[src/rtl/cpu_types_pkg.sv]
// Shared CPU types: RAM handshake state plus memory-bus arbiter enums.
// Imported by the arbiter and its round-robin picker.
package cpu_types_pkg;

    typedef enum logic [1:0] {
        FREE   = 2'd0,
        BUSY   = 2'd1,
        ACCESS = 2'd2,
        ERROR  = 2'd3
    } ramstate_t;

    typedef enum logic {
        IDLE  = 1'b0,
        SERVE = 1'b1
    } arb_state_t;

    typedef enum logic {
        ICLASS = 1'b0,
        DCLASS = 1'b1
    } req_class_t;

    localparam int BURST_LEN_DEF = 2;

endpackage

[src/rtl/rr_pick2.sv]
// Two-way round-robin picker: the core named by ptr wins ties.
// Purely combinational.
module rr_pick2 (
    input  logic [1:0] req,
    input  logic       ptr,
    output logic       valid,
    output logic       winner
);

    assign valid  = |req;
    assign winner = req[ptr] ? ptr : ~ptr;

endmodule

[src/rtl/mem_bus_arbiter.sv]
// Shares one RAM port among per-core icaches and dcaches.
// Registered grant; dcaches win and keep the bus for a whole block.
module mem_bus_arbiter
    import cpu_types_pkg::*;
#(
    parameter int CPUS      = 2,
    parameter int BURST_LEN = BURST_LEN_DEF
) (
    input  logic                  CLK,
    input  logic                  nRST,
    input  logic [CPUS-1:0]       iREN,
    input  logic [CPUS-1:0][31:0] iaddr,
    output logic [CPUS-1:0]       iwait,
    output logic [31:0]           iload,
    input  logic [CPUS-1:0]       dREN,
    input  logic [CPUS-1:0]       dWEN,
    input  logic [CPUS-1:0][31:0] daddr,
    input  logic [CPUS-1:0][31:0] dstore,
    output logic [CPUS-1:0]       dwait,
    output logic [31:0]           dload,
    output logic                  ramREN,
    output logic                  ramWEN,
    output logic [31:0]           ramaddr,
    output logic [31:0]           ramstore,
    input  logic [31:0]           ramload,
    input  logic [1:0]            ramstate
);

    localparam int BW = (BURST_LEN > 1) ? $clog2(BURST_LEN) : 1;
    localparam logic [BW-1:0] LAST = BW'(BURST_LEN - 1);

    arb_state_t state, state_n;
    req_class_t gclass, gclass_n;
    logic gcore, gcore_n;
    logic [BW-1:0] burst_cnt, burst_n;
    logic rr_d, rr_d_n, rr_i, rr_i_n;

    logic [CPUS-1:0] dreq;
    logic d_valid, d_win, i_valid, i_win;
    logic acc, greq;

    assign dreq  = dREN | dWEN;
    assign acc   = (ramstate_t'(ramstate) == ACCESS);
    assign iload = ramload;
    assign dload = ramload;

    rr_pick2 u_pick_d (
        .req    (dreq[1:0]),
        .ptr    (rr_d),
        .valid  (d_valid),
        .winner (d_win)
    );

    rr_pick2 u_pick_i (
        .req    (iREN[1:0]),
        .ptr    (rr_i),
        .valid  (i_valid),
        .winner (i_win)
    );

    always_ff @(posedge CLK or negedge nRST) begin
        if (!nRST) begin
            state     <= IDLE;
            gclass    <= ICLASS;
            gcore     <= 1'b0;
            burst_cnt <= '0;
            rr_d      <= 1'b0;
            rr_i      <= 1'b0;
        end else begin
            state     <= state_n;
            gclass    <= gclass_n;
            gcore     <= gcore_n;
            burst_cnt <= burst_n;
            rr_d      <= rr_d_n;
            rr_i      <= rr_i_n;
        end
    end

    always_comb begin
        state_n  = state;
        gclass_n = gclass;
        gcore_n  = gcore;
        burst_n  = burst_cnt;
        rr_d_n   = rr_d;
        rr_i_n   = rr_i;
        iwait    = '1;
        dwait    = '1;
        ramREN   = 1'b0;
        ramWEN   = 1'b0;
        ramaddr  = '0;
        ramstore = '0;
        greq     = 1'b0;
        unique case (state)
            IDLE: begin
                if (d_valid) begin
                    gclass_n = DCLASS;
                    gcore_n  = d_win;
                    burst_n  = '0;
                    state_n  = SERVE;
                end else if (i_valid) begin
                    gclass_n = ICLASS;
                    gcore_n  = i_win;
                    burst_n  = '0;
                    state_n  = SERVE;
                end
            end
            SERVE: begin
                if (gclass == DCLASS) begin
                    greq         = dreq[gcore];
                    ramWEN       = dWEN[gcore];
                    ramREN       = dREN[gcore] & ~dWEN[gcore];
                    ramaddr      = daddr[gcore];
                    ramstore     = dstore[gcore];
                    dwait[gcore] = ~acc;
                end else begin
                    greq         = iREN[gcore];
                    ramREN       = iREN[gcore];
                    ramaddr      = iaddr[gcore];
                    iwait[gcore] = ~acc;
                end
                if (acc) begin
                    if (gclass == ICLASS) begin
                        state_n = IDLE;
                        rr_i_n  = ~gcore;
                    end else if (burst_cnt == LAST) begin
                        state_n = IDLE;
                        rr_d_n  = ~gcore;
                        burst_n = '0;
                    end else begin
                        burst_n = burst_cnt + 1'b1;
                    end
                end else if (!greq) begin
                    // Short transfer: requester released before its block ended
                    state_n = IDLE;
                    burst_n = '0;
                    ramREN  = 1'b0;
                    ramWEN  = 1'b0;
                    if (gclass == DCLASS) rr_d_n = ~gcore;
                    else                  rr_i_n = ~gcore;
                end
            end
            default: state_n = IDLE;
        endcase
    end

endmodule

[config.mk]
export PLATFORM = sky130hd
export DESIGN_NAME = mem_bus_arbiter
export DESIGN_NICKNAME = d
export VERILOG_FILES = /design/src/rtl/cpu_types_pkg.sv /design/src/rtl/rr_pick2.sv /design/src/rtl/mem_bus_arbiter.sv
export SDC_FILE = /design/constraint.sdc
export NUM_CORES = 1
export LEC_CHECK = 0
export ABC_CLOCK_PERIOD_IN_PS = 2440
export BUFFER_PORTS_ARGS = -buffer_cell sky130_fd_sc_hd__buf_2
export CAP_MARGIN = 20
export CORE_AREA = 2 2 141 143
export DETAILED_ROUTE_END_ITERATION = 6
export DIE_AREA = 0 0 143 145
export REMOVE_ABC_BUFFERS = 1
export SYNTH_ARGS = -nofsm -noshare
export SYNTH_HDL_FRONTEND = slang
export SYNTH_SLANG_ARGS = --single-unit
[constraint.sdc]
create_clock -name CLK -period 2.44 [get_ports CLK]
set_input_delay 0.122 -clock CLK [delete_from_list [all_inputs] [get_ports CLK]]
set_output_delay 0.122 -clock CLK [all_outputs]
set_load 0.005 [all_outputs]
# --- Word-level counts from Yosys, hierarchy flattened ---
# Index checks and enable logic that the tools add are counted.
totals:
  out_inout_bits: 134
  ff_bits: 6
  in_bits: 234
  elab_cells: 102
op_classes:
  muxes: 65
  n_eq_ne: 7
  n_lt_le_gt_ge: 4
  n_addsub: 1
  n_reduce_logical: 9
  n_bitwise: 10
op_table:
  columns: ["cell", "count"]
  rows:
  - ["$mux W32", 10]
  - ["$mux W1", 48]
  - ["$ne A3 B3 Y1 const B", 3]
  - ["$mux W2", 4]
  - ["$lt A1 B2 Y1 const B", 3]
  - ["$ne A2 B2 Y1 const B", 3]
  - ["$not A1 Y1", 6]
  - ["$reduce_and A5 Y1", 1]
  - ["$or A2 B2 Y2", 2]
  - ["$pmux W1 S2", 2]
  - ["$reduce_and A2 Y1", 2]
  - ["$reduce_bool A2 Y1", 2]
  - ["$reduce_or A2 Y1", 2]
  - ["$reduce_and A3 Y1", 1]
  - ["$eq A2 B2 Y1 const B", 1]
  - ["$not A2 Y2", 1]
  - ["$add A1 B1 Y1 const B", 1]
  - ["$and A1 B1 Y1", 1]
  - ["$demux W1 S1", 1]
  - ["$ge A1 B1 Y1 const B", 1]
  - ["$logic_and A1 B1 Y1", 1]

# --- Depth between registers and ports, before layout ---
# Gate-level depths: netlist of run 1.
depth:
  ltp_word: 8
  mapped_depth: 6
  mapped_depth_nobuf: 4

# --- Hierarchy ---
# Synthesis of run 1 repeated with hierarchy kept, for this count alone.
unflattened:
  hier_cells: 269
  area_unflattened_um2: 2436.1
by_module_without_submodules:
  columns: ["mod", "seq_area_each_um2", "cells_each", "area_each_um2", "instances"]
  rows:
  - ["mem_bus_arbiter", 150.1, 263, 2396.0, 1]
  - ["rr_pick2", 0.0, 3, 20.0, 2]

# --- Worst setup path before layout of run 1 ---
# No wires, ideal clock.
synth_timing:
  path_type: "register to output"
  from: "reg gcore"
  to: "out ramaddr[0]"
  path_stages_with_launch: 5
  required_ns: 2.318
  slack_ns: 1.068
  arrival_time_ns: 1.250
  path_cell_list: "dfrtp_1 buf_6 buf_12 mux4_2 and2_1"
synth_via:
  elab_chain_len: 4
synth_rtl:
  columns: ["element", "line_no", "source"]
  rows:
  - ["start: declaration", "mem_bus_arbiter.sv:34", "logic gcore, gcore_n;"]
  - ["start signal: assignment", "mem_bus_arbiter.sv:72", "gcore <= gcore_n;"]
  - ["$mux W32, on equally long branches (2 in series)", "mem_bus_arbiter.sv:118, mem_bus_arbiter.sv:112", null]
  - ["$mux W32 (*)", "mem_bus_arbiter.sv:108", "if (gclass == DCLASS) begin"]
  - ["$mux W32 (*)", "mem_bus_arbiter.sv:93", "unique case (state)"]
  - ["end: declaration", "mem_bus_arbiter.sv:23", "output logic [31:0] ramaddr,"]
# Mark *: on every way between the ends. The rest lies on a longest branch, timed or not. The select of a mux whose other input is x is not followed.

# --- Final worst setup path of run 1 ---
layout_timing:
  from: "reg gcore"
  to: "out ramaddr[27]"
# Same word-level chain as after synthesis.

==> summary.txt, run 1 <==
Timing
  – Worst Slack Setup Final: 0.310 ns
  – Worst-Margin Slew: 0.471 ns
  – Slew HR: 0.686
  – Setup TNS Final: 0 ns
  – Max-slew violation count: 0
  – Final Hold Fails: 0
  – RSZ-0062 raised after global routing: no
  – Tcrit/Tclk final: 0.873
  – F_max: 0.469 GHz
  – Crit path time final: 2.13 ns
  – Final Setup Violations: 0
  – Clock Skew: 0.00299 ns

Cells and area
  – Final core utilization: 0.190
  – Fill cells: 2140
  – Area Growth Syn to Fin: 50.4%
  – Post-layout net count: 701
  – Non-filler instance count after layout: 731
  – Most frequent cells in the layout: buf_2, nor2_1, mux2i_1, mux4_2, and2_1
  – Layout cells sized above 1: 0.682
  – Most common cell after layout, fill and taps aside: buf_2

Placed design
  – Placement Setup Slack: 0.306 ns
  – Cells after DPL: 725
  – Final GP Congestion: 0.800
  – DP HPWL: 11100 um
  – Port bufs: 271

Pwr
  – Register share of total power: 0.101
  – Leakage power: 1.94 nW
  – VDD IR max: 308 uV
  – Switching Fraction: 0.439
  – Cell-internal power: 1.86 mW
  – Net Sw Power: 1.46 mW
  – Comb pwr share: 0.818
  – Power Density: 910 mW/mm2
  – Power share of the clock group: 0.081

Clock tree
  – CTS root buf: clkbuf_16
  – Clk sinks: 6
  – Num CTS Buffers: 3
  – H-tree depth: 1
  – Skew-Pair Late Insertion Delay: 0.23 ns
  – Bufs on Longest Clock Path: 2
  – Worst-path clk slew: 0.03 ns
  – TritonCTS clock tree: yes

Drt
  – Routed WL: 13100 um
  – Via count: 2915
  – Avg WL per Cell: 17.9 um
  – Drt initial violations: 81
  – Antenna viol nets, final: 0
  – Via/cell ratio: 3.99
  – Drt pass-1 iters: 7
  – DRC Markers: 0

Global routing
  – Global-route wire length before repair: 17100 um
  – Largest net degree at the start of global routing: 42
  – Total track usage: 0.113
  – Vias in the first global route: 2855
  – Overflow after GRT: 0
  – Initial antenna violation count: 4

Setup path
  – Crit path launch type: flip-flop
  – Setup CP Type: flip-flop to output port
  – CP cell instances: buf_12 -> mux4_2 -> and2_1 -> buf_2
  – CP max-delay cell: dfrtp_4
  – Crit path required time: 2.32 ns
  – Top delay family on crit path: flip-flops
  – Crit. Startpoint: gcore
  – Arrival @ worst endpoint: 2.01 ns
  – Worst setup EP type: output port
  – CP peak stage delay: 0.70 ns
  – Crit Path Max Fanout: 22
  – Reg2Reg Launch Point: gcore
  – Buf/Inv on CP: 2

Synth
  – Mapped Avg Cell Area: 9.13 um2
  – Main synth FF type: dfrtp_1
  – Library cells used by synthesis: 32
  – Synth warn: 0
  – Ys async rst share: 1.00
  – Mapped cell area: 0.00243 mm2
  – Post-synth EDFFs: 0
  – Seq/Total Area, Yosys: 0.0619
  – Mapped Cells: 266
  – Flip-flop and latch count after synthesis: 6

Floorplanning
  – DIE HEIGHT: 145 um
  – Row count: 51
  – Core box area: 0.0192 mm2
  – Starting Density: 0.126
  – Die W: 143 um
  – Die area: 0.0207 mm2
  – I/O pins: 368

Hold path
  – HP Start: ramload[17]
  – Hold WC Path Type: input pin to output port

Flow run
  – Max_cap viols: 0

Outcome
  – Status: completed
==> registers in the layout, summed over array words and instances (netlist names) <==
register and count:
burst_cnt 1, state 1, gclass 1, rr_d 1, rr_i 1, gcore 1
==> power groups by stage <==
stage	sequential (mW)	combinational, mW	clock (mW)
finish	0.336	2.71	0.269
global route	0.373	3.00	0.278
CTS	0.418	2.65	0.273
detailed placement	0.417	2.64	0
global placement	0.417	2.62	0
floorplan	0.528	1.47	0
==> worst reg2reg max path: stages, from the launching register on <==
cell	delay [ns]
dfrtp_4	0.65
buf_4	0.29
nor3_1	0.26
a21oi_1	0.07
o211a_1	0.21
o31a_1	0.26
==> cell usage after synthesis (all sizes together), types with 3 or more instances <==
cell / n / area share
a21oi: 7 / 0.014
and2: 32 / 0.082
buf: 77 / 0.25
clkbuf: 7 / 0.011
dfrtp: 6 / 0.062
inv: 5 / 0.0077
mux2i: 35 / 0.14
mux4: 32 / 0.30
nand2: 3 / 0.0046
nor2: 38 / 0.059
o21ai: 3 / 0.0062
==> per-layer routing <==
layer  part of all wire  routed length (um)  vias to the layer above  GRT usage
li1                   -                   -                     1286          -
met4             0.0053                  69                        9     0.0149
met5             0.0095                 124                        -     0.0376
met2               0.44                5760                      292      0.186
met1               0.36                4660                     1315      0.113
met3               0.19                2470                       13     0.0865
==> path summary, 6_finish.rpt <==
path                               endpoint  slack, ns  cells past startpoint
worst max-delay path            ramaddr[27]       0.31                      4
worst min-delay path              dload[17]       0.24                      0
worst max register to register    burst_cnt       0.58                      5
worst min register to register         rr_d       0.54                      2
max in group asynchronous             gcore       2.00                      2
min in group asynchronous             state       0.26                      2
==> logic make-up (layout without fill, tap and decap cells) <==
| group | count (synthesis) | count (layout) | share of synthesized area |
|---|---|---|---|
| AO/OA/AOI/OAI | 20 | 20 | 0.0541 |
| buffers and inverters | 89 | 288 | 0.268 |
| flip-flops | 6 | 6 | 0.0619 |
| multiplexers | 68 | 68 | 0.446 |
| other | 0 | 1 | 0 |
| AND/OR/NAND/NOR | 83 | 83 | 0.171 |
==> metrics by stage <==
step                hold WS (ns)  area, um2  total power, mW
finish                     0.244       3650             3.32
global placement         -0.0428       3540             3.04
CTS                        0.244       3630             3.34
global route               0.244       3650             3.65
detailed placement       -0.0356       3540             3.05
floorplan                 -0.174       1800             2.00
==> what timing repair did <==
item,4_1_cts,5_1_grt
resized for setup,0,0
endpoints found under the setup margin,0,12
endpoints found under the hold margin,6,0
hold buffers,1,0
buffers inserted,0,1
==> cell type report <==
cell class / instances / area, um2 / area share
well taps: 265 / 332 / 0.0908
inverters: 5 / 18.8 / 0.00514
clock buffers: 3 / 75.1 / 0.0206
flip-flops and latches: 6 / 155 / 0.0425
multi-input cells: 171 / 1630 / 0.446
diodes: 1 / 2.50 / 0.000686
repair buffers: 280 / 1440 / 0.394
Note: power is estimated with default switching activity, not from simulation.
==> inputs of run 2 (changes only) <==
--- a/config.mk
+++ b/config.mk
@@ -5,7 +5,7 @@
 export SDC_FILE = /design/constraint.sdc
 export NUM_CORES = 1
 export LEC_CHECK = 0
-export ABC_CLOCK_PERIOD_IN_PS = 2440
+export ABC_CLOCK_PERIOD_IN_PS = 2490
 export BUFFER_PORTS_ARGS = -buffer_cell sky130_fd_sc_hd__buf_2
 export CAP_MARGIN = 20
 export CORE_AREA = 2 2 141 143
==> constraint.sdc (replaced) <==
create_clock -name CLK -period 2.49 [get_ports CLK]
set_input_delay 0.1245 -clock CLK [delete_from_list [all_inputs] [get_ports CLK]]
set_output_delay 0.1245 -clock CLK [all_outputs]
set_load 0.05 [all_outputs]
==> run 2 against run 1 <==
Global-route usage up 0.18 points. Critical endpoint is now ramstore[27]. Setup slack better by 0.023 ns. Via count is 0.21% lower. Die area is the same. Register-to-register slack better by 0.24 ns. Non-clock buffer count down 2.
==> summary.txt, run 2 (synthesis results as in run 1) <==
Setup path
  – CP cell instances: buf_12 -> buf_4 -> mux2i_1 -> nor2_1 -> buf_12
  – CP peak stage delay: 0.40 ns (-0.30 ns)
  – Crit path required time: 2.37 ns (+0.05 ns)
  – Top delay family on crit path: buffers and inverters
  – Buf/Inv on CP: 3 (+1)
  – Most used cell along the critical path: buf_12
  – Setup CP Type: flip-flop to output port
  – Arrival @ worst endpoint: 2.03 ns (+0.02 ns)
  – Worst setup EP type: output port
  – CP max-delay cell: dfrtp_4
  – Flop2flop setup slack: 0.82 ns (+0.24 ns)
  – Crit Path Max Fanout: 52 (+140%)
  – Crit path launch type: flip-flop

Pwr
  – Power Total: 5.17 mW (+56%)
  – VDD IR max: 757 uV (+150%)
  – Power Density: 1400 mW/mm2 (+54%)
  – Leakage power: 1.94 nW (about the same)

Clock tree
  – Bufs on Longest Clock Path: 2 (unchanged)
  – Post-CTS setup buffer count: 0 (unchanged)
  – H-tree depth: 1 (unchanged)
  – Skew-Pair Late Insertion Delay: 0.23 ns (about the same)
  – Clk sinks: 6 (unchanged)
  – TritonCTS clock tree: yes
  – Hold_buf cts: 1 (unchanged)
  – CTS root buf: clkbuf_16
  – Num CTS Buffers: 3 (unchanged)
  – Worst-path clk slew: 0.03 ns (about the same)
  – Resize count post-CTS: 0 (unchanged)

Cells and area
  – Post-layout net count: 699 (-0.29%)
  – Fin area: 0.00368 mm2 (+0.82%)
  – Final core utilization: 0.192 (+0.00156)
  – Most common cell after layout, fill and taps aside: buf_2
  – Most frequent cells in the layout: buf_2, nor2_1, mux2i_1, mux4_2, and2_1
  – Non-filler instance count after layout: 729 (-0.27%)
  – Layout cells sized above 1: 0.680 (-0.00137)
  – Area Growth Syn to Fin: 51.6%

Global routing
  – Initial antenna violation count: 6 (+2)
  – Vias in the first global route: 2840 (-0.53%)
  – Largest net degree at the start of global routing: 53 (+26%)
  – Total track usage: 0.114 (+0.00181)
  – Overflow after GRT: 0 (unchanged)
  – Global-route wire length before repair: 17300 um (+1.1%)

Placed design
  – Final GP Congestion: 0.789 (-1.3%)
  – Cells after DPL: 724 (-0.14%)
  – Port bufs: 271 (unchanged)
  – DP HPWL: 11400 um (+2.3%)
  – Post-DP Area: 0.00359 mm2 (+1.4%)
  – Placement Setup Slack: 0.524 ns (+0.218 ns)

Hold path
  – Hold WC Path Type: input pin to flip-flop

Drt
  – Drt initial violations: 85 (+4.9%)
  – Drt pass-1 iters: 4 (-3)
  – Via count: 2909 (-0.21%)
  – Routed WL: 13200 um (+1.0%)
  – Via/cell ratio: 3.99 (about the same)
  – Antenna viol nets, final: 0 (unchanged)
  – DRC Markers: 0 (unchanged)
  – Avg WL per Cell: 18.1 um (+1.3%)

Floorplanning
  – I/O pins: 368 (unchanged)
  – Row count: 51 (unchanged)
  – Starting Density: 0.126 (unchanged)
  – Core box area: 0.0192 mm2 (unchanged)
  – DIE HEIGHT: 145 um (unchanged)
  – Die W: 143 um (unchanged)
  – Die area: 0.0207 mm2 (unchanged)

Timing
  – F_max: 0.464 GHz
  – Max-slew violation count: 0 (unchanged)
  – Worst-Margin Slew: 0.427 ns (-0.0445 ns)
  – Tcrit/Tclk final: 0.866
  – Hold slack: 0.243 ns (-0.00106 ns)
  – Slew HR: 0.713 (+0.0270)
  – Clock Skew: 0.000272 ns (-0.00271 ns)
  – Final Hold Fails: 0 (unchanged)
  – Setup TNS Final: 0 ns (unchanged)
  – RSZ-0062 raised after global routing: no
  – Crit path time final: 2.16 ns
  – Worst Slack Setup Final: 0.333 ns (+0.0231 ns)
  – Final Setup Violations: 0 (unchanged)

Flow run
  – Max_cap viols: 0 (unchanged)

Outcome
  – Status: completed
[run 2: cell types whose count changed in the layout (fill, tap and decap cells not counted)]
cell / before / now
buf_12: 1 / 4
buf_4: 7 / 5
buf_2: 271 / 268
[run 2: report_power, final]
group	switching, mW	total, mW	leakage (nW)	internal, mW
logic	3.16	4.68	1.84	1.52
clock network	0.0609	0.268	0.0370	0.207
registers	0.0667	0.220	0.0663	0.154
total	3.28	5.17	1.94	1.88
[run 2: path summary, 6_finish.rpt]
check                      startpoint      endpoint  cells after the start
max                             gcore  ramstore[27]                      5
min                           iREN[1]          rr_i                      3
max reg2reg                     gcore     burst_cnt                      5
min reg2reg                      rr_d          rr_d                      2
max in group asynchronous        nRST         gcore                      2
min in group asynchronous        nRST          rr_d                      2
[run 2: final cells by class]
cell class	count	area [um2]
Antenna cell	1	2.50
Clock buffer	3	75.1
Fill cell	2144	15500
Inverter	5	18.8
Multi-Input combinational cell	171	1630
Sequential cell	6	155
Tap cell	265	332
Timing Repair Buffer	278	1470
[run 2: worst min-delay path, cell delays in order]
cell and delay [ns]:
buf_2 0.11, a21oi_1 0.06, o22ai_1 0.12
[run 2: routing by layer]
| metal | routed length, um | share of wire | track usage |
|---|---|---|---|
| met3 | 2410 | 0.18 | 0.0855 |
| met4 | 143 | 0.011 | 0.0193 |
| met2 | 5650 | 0.43 | 0.184 |
| met5 | 220 | 0.017 | 0.0702 |
| met1 | 4800 | 0.36 | 0.116 |
==> inputs of run 3 (changes only) <==
--- a/config.mk
+++ b/config.mk
@@ -5,12 +5,12 @@
 export SDC_FILE = /design/constraint.sdc
 export NUM_CORES = 1
 export LEC_CHECK = 0
-export ABC_CLOCK_PERIOD_IN_PS = 2490
+export ABC_CLOCK_PERIOD_IN_PS = 2400
 export BUFFER_PORTS_ARGS = -buffer_cell sky130_fd_sc_hd__buf_2
 export CAP_MARGIN = 20
-export CORE_AREA = 2 2 141 143
+export CORE_AREA = 2 2 144 146
 export DETAILED_ROUTE_END_ITERATION = 6
-export DIE_AREA = 0 0 143 145
+export DIE_AREA = 0 0 146 148
 export REMOVE_ABC_BUFFERS = 1
 export SYNTH_ARGS = -nofsm -noshare
 export SYNTH_HDL_FRONTEND = slang
==> constraint.sdc (replaced) <==
create_clock -name CLK -period 2.4 [get_ports CLK]
set_input_delay 0.12 -clock CLK [delete_from_list [all_inputs] [get_ports CLK]]
set_output_delay 0.12 -clock CLK [all_outputs]
set_load 0.05 [all_outputs]
==> run 3 against run 2 <==
Power up 4.6%. Via count rose by 1.5%. Clock-buffer cell count rose by 1. Combinational power rose by 4%. Die area up 4.2%. Sequential share of layout area hardly changed. Sequential cell count unchanged. Design area up 0.34%. Global-route usage increased by 0.49 points. Final cell count is 0.96% higher. First-iteration DRC count increased by 18%.
==> summary.txt, run 3 (synthesis results as in run 1) <==
Setup path
  – Buf/Inv on CP: 2 (-1)
  – Critical Path Stages: 4 (-1)
  – Top delay family on crit path: flip-flops
  – Arrival @ worst endpoint: 1.99 ns (-0.04 ns)
  – CP peak stage delay: 0.57 ns (+0.17 ns)
  – Setup CP Type: flip-flop to output port
  – CP cell instances: buf_12 -> mux4_2 -> and2_1 -> buf_2
  – Reg2reg path depth: 5 (unchanged)
  – CP max-delay cell: dfrtp_4
  – Worst setup EP type: output port
  – Crit Path Max Fanout: 32 (-38%)
  – Crit path required time: 2.28 ns (-0.09 ns)
  – Crit path launch type: flip-flop

Drt
  – Drt pass-1 iters: 4 (unchanged)
  – Avg WL per Cell: 18.9 um (+4.0%)
  – Via/cell ratio: 4.01 (+0.58%)
  – Drt initial violations: 100 (+18%)
  – Routed WL: 13900 um (+5.0%)
  – Via count: 2954 (+1.5%)
  – DRC Markers: 0 (unchanged)
  – Antenna viol nets, final: 0 (unchanged)

Floorplanning
  – I/O pins: 368 (unchanged)
  – Starting Density: 0.121 (-0.00525)
  – Row count: 52 (+2.0%)
  – Die W: 146 um (+2.1%)
  – DIE HEIGHT: 148 um (+2.1%)
  – Die area: 0.0216 mm2 (+4.2%)
  – Core box area: 0.0200 mm2 (+4.3%)

Timing
  – Final Setup Violations: 0 (unchanged)
  – Tcrit/Tclk final: 0.878
  – Clock Skew: 0.00230 ns (+0.00203 ns)
  – Worst-Margin Slew: 0.451 ns (+0.0237 ns)
  – RSZ-0062 raised after global routing: no
  – Slew HR: 0.697 (-0.0159)
  – Max-slew violation count: 0 (unchanged)
  – Worst Slack Setup Final: 0.293 ns (-0.0400 ns)
  – Final Hold Fails: 0 (unchanged)
  – Hold slack: 0.240 ns (-0.00284 ns)
  – Crit path time final: 2.11 ns
  – F_max: 0.475 GHz

Cells and area
  – Area Growth Syn to Fin: 52.1%
  – Layout cells sized above 1: 0.680 (-0.000776)
  – Most frequent cells in the layout: buf_2, nor2_1, mux2i_1, mux4_2, and2_1
  – Most common cell after layout, fill and taps aside: buf_2
  – Post-layout net count: 700 (+0.14%)

Clock tree
  – Num CTS Buffers: 3 (unchanged)
  – Post-CTS setup buffer count: 0 (unchanged)
  – TritonCTS clock tree: yes
  – Clk sinks: 6 (unchanged)
  – Bufs on Longest Clock Path: 2 (unchanged)
  – H-tree depth: 1 (unchanged)
  – Skew-Pair Late Insertion Delay: 0.23 ns (about the same)
  – Resize count post-CTS: 0 (unchanged)
  – Hold_buf cts: 1 (unchanged)
  – CTS root buf: clkbuf_16
  – Worst-path clk slew: 0.04 ns (about the same)

Global routing
  – Largest net degree at the start of global routing: 42 (-21%)
  – GR Util met2: 0.183 (-0.000477)
  – Initial antenna violation count: 4 (-2)
  – Global-route wire length before repair: 18800 um (+9.0%)
  – Gr busiest metal: met2
  – Global Route met1 Usage: 0.115 (-0.00128)
  – Vias in the first global route: 2892 (+1.8%)
  – Overflow after GRT: 0 (unchanged)
  – Grt met3 use: 0.117 (+0.0315)
  – Total track usage: 0.119 (+0.00494)

Hold path
  – Worst Hold Depth: 0 (-3)
  – Hold WC Path Type: input pin to output port

Placed design
  – Final GP Congestion: 0.771 (-2.2%)
  – Port bufs: 271 (unchanged)
  – DP HPWL: 12000 um (+5.1%)
  – Placement Setup Slack: 0.509 ns (-0.0145 ns)

Pwr
  – VDD IR max: 586 uV (-23%)
  – Leakage power: 1.95 nW (+0.43%)
  – Power Total: 5.41 mW (+4.6%)
  – Power Density: 1460 mW/mm2 (+4.3%)

Outcome
  – Status: completed

Flow run
  – Max_cap viols: 0 (unchanged)
-- run 3: cell types whose count changed in the layout (fill, tap and decap cells not counted) --
cell and change:
clkbuf_1 +1, buf_2 +2, buf_4 -1
-- run 3: layout make-up --
type                       count  area [um2]
sequential                     6         155
clock buffer                   4        78.8
inverter                       5        18.8
fill                        2284       16300
timing repair buffer         279        1470
multi-input combinational    171        1630
tap                          270         338
antenna                        1        2.50
-- run 3: through the flow --
step           TNS (ns)  instance area [um2]  std cells  utilization
2_1_floorplan    -93.11                 1800        182            -
3_3_place_gp          0                 3600        730        0.180
3_5_place_dp          0                 3600        730        0.180
4_1_cts               0                 3690        735        0.184
5_1_grt               0                 3690        736        0.184
6_report              0                 3690        736        0.184
-- run 3: metal layers --
layer	share of wire	up-vias
met2	0.42	325
met1	0.34	1313
met4	0.014	8
met5	0.0083	-
li1	-	1288
met3	0.22	20
-- run 3: final timing paths --
check / startpoint / to / slack, ns
worst max-delay path: gcore / ramaddr[0] / 0.29
max in group asynchronous: nRST / gcore / 1.97
worst min-delay path: ramload[20] / iload[20] / 0.24
min in group asynchronous: nRST / state / 0.26
worst min register to register: rr_d / rr_d / 0.53
worst max register to register: gcore / burst_cnt / 0.64
-- run 3: power breakdown --
group          total, mW  internal [mW]  switching [mW]  leakage (nW)
Combinational       4.85           1.59            3.26          1.84
Sequential         0.273          0.160           0.113        0.0663
Clock              0.281          0.221          0.0600        0.0382
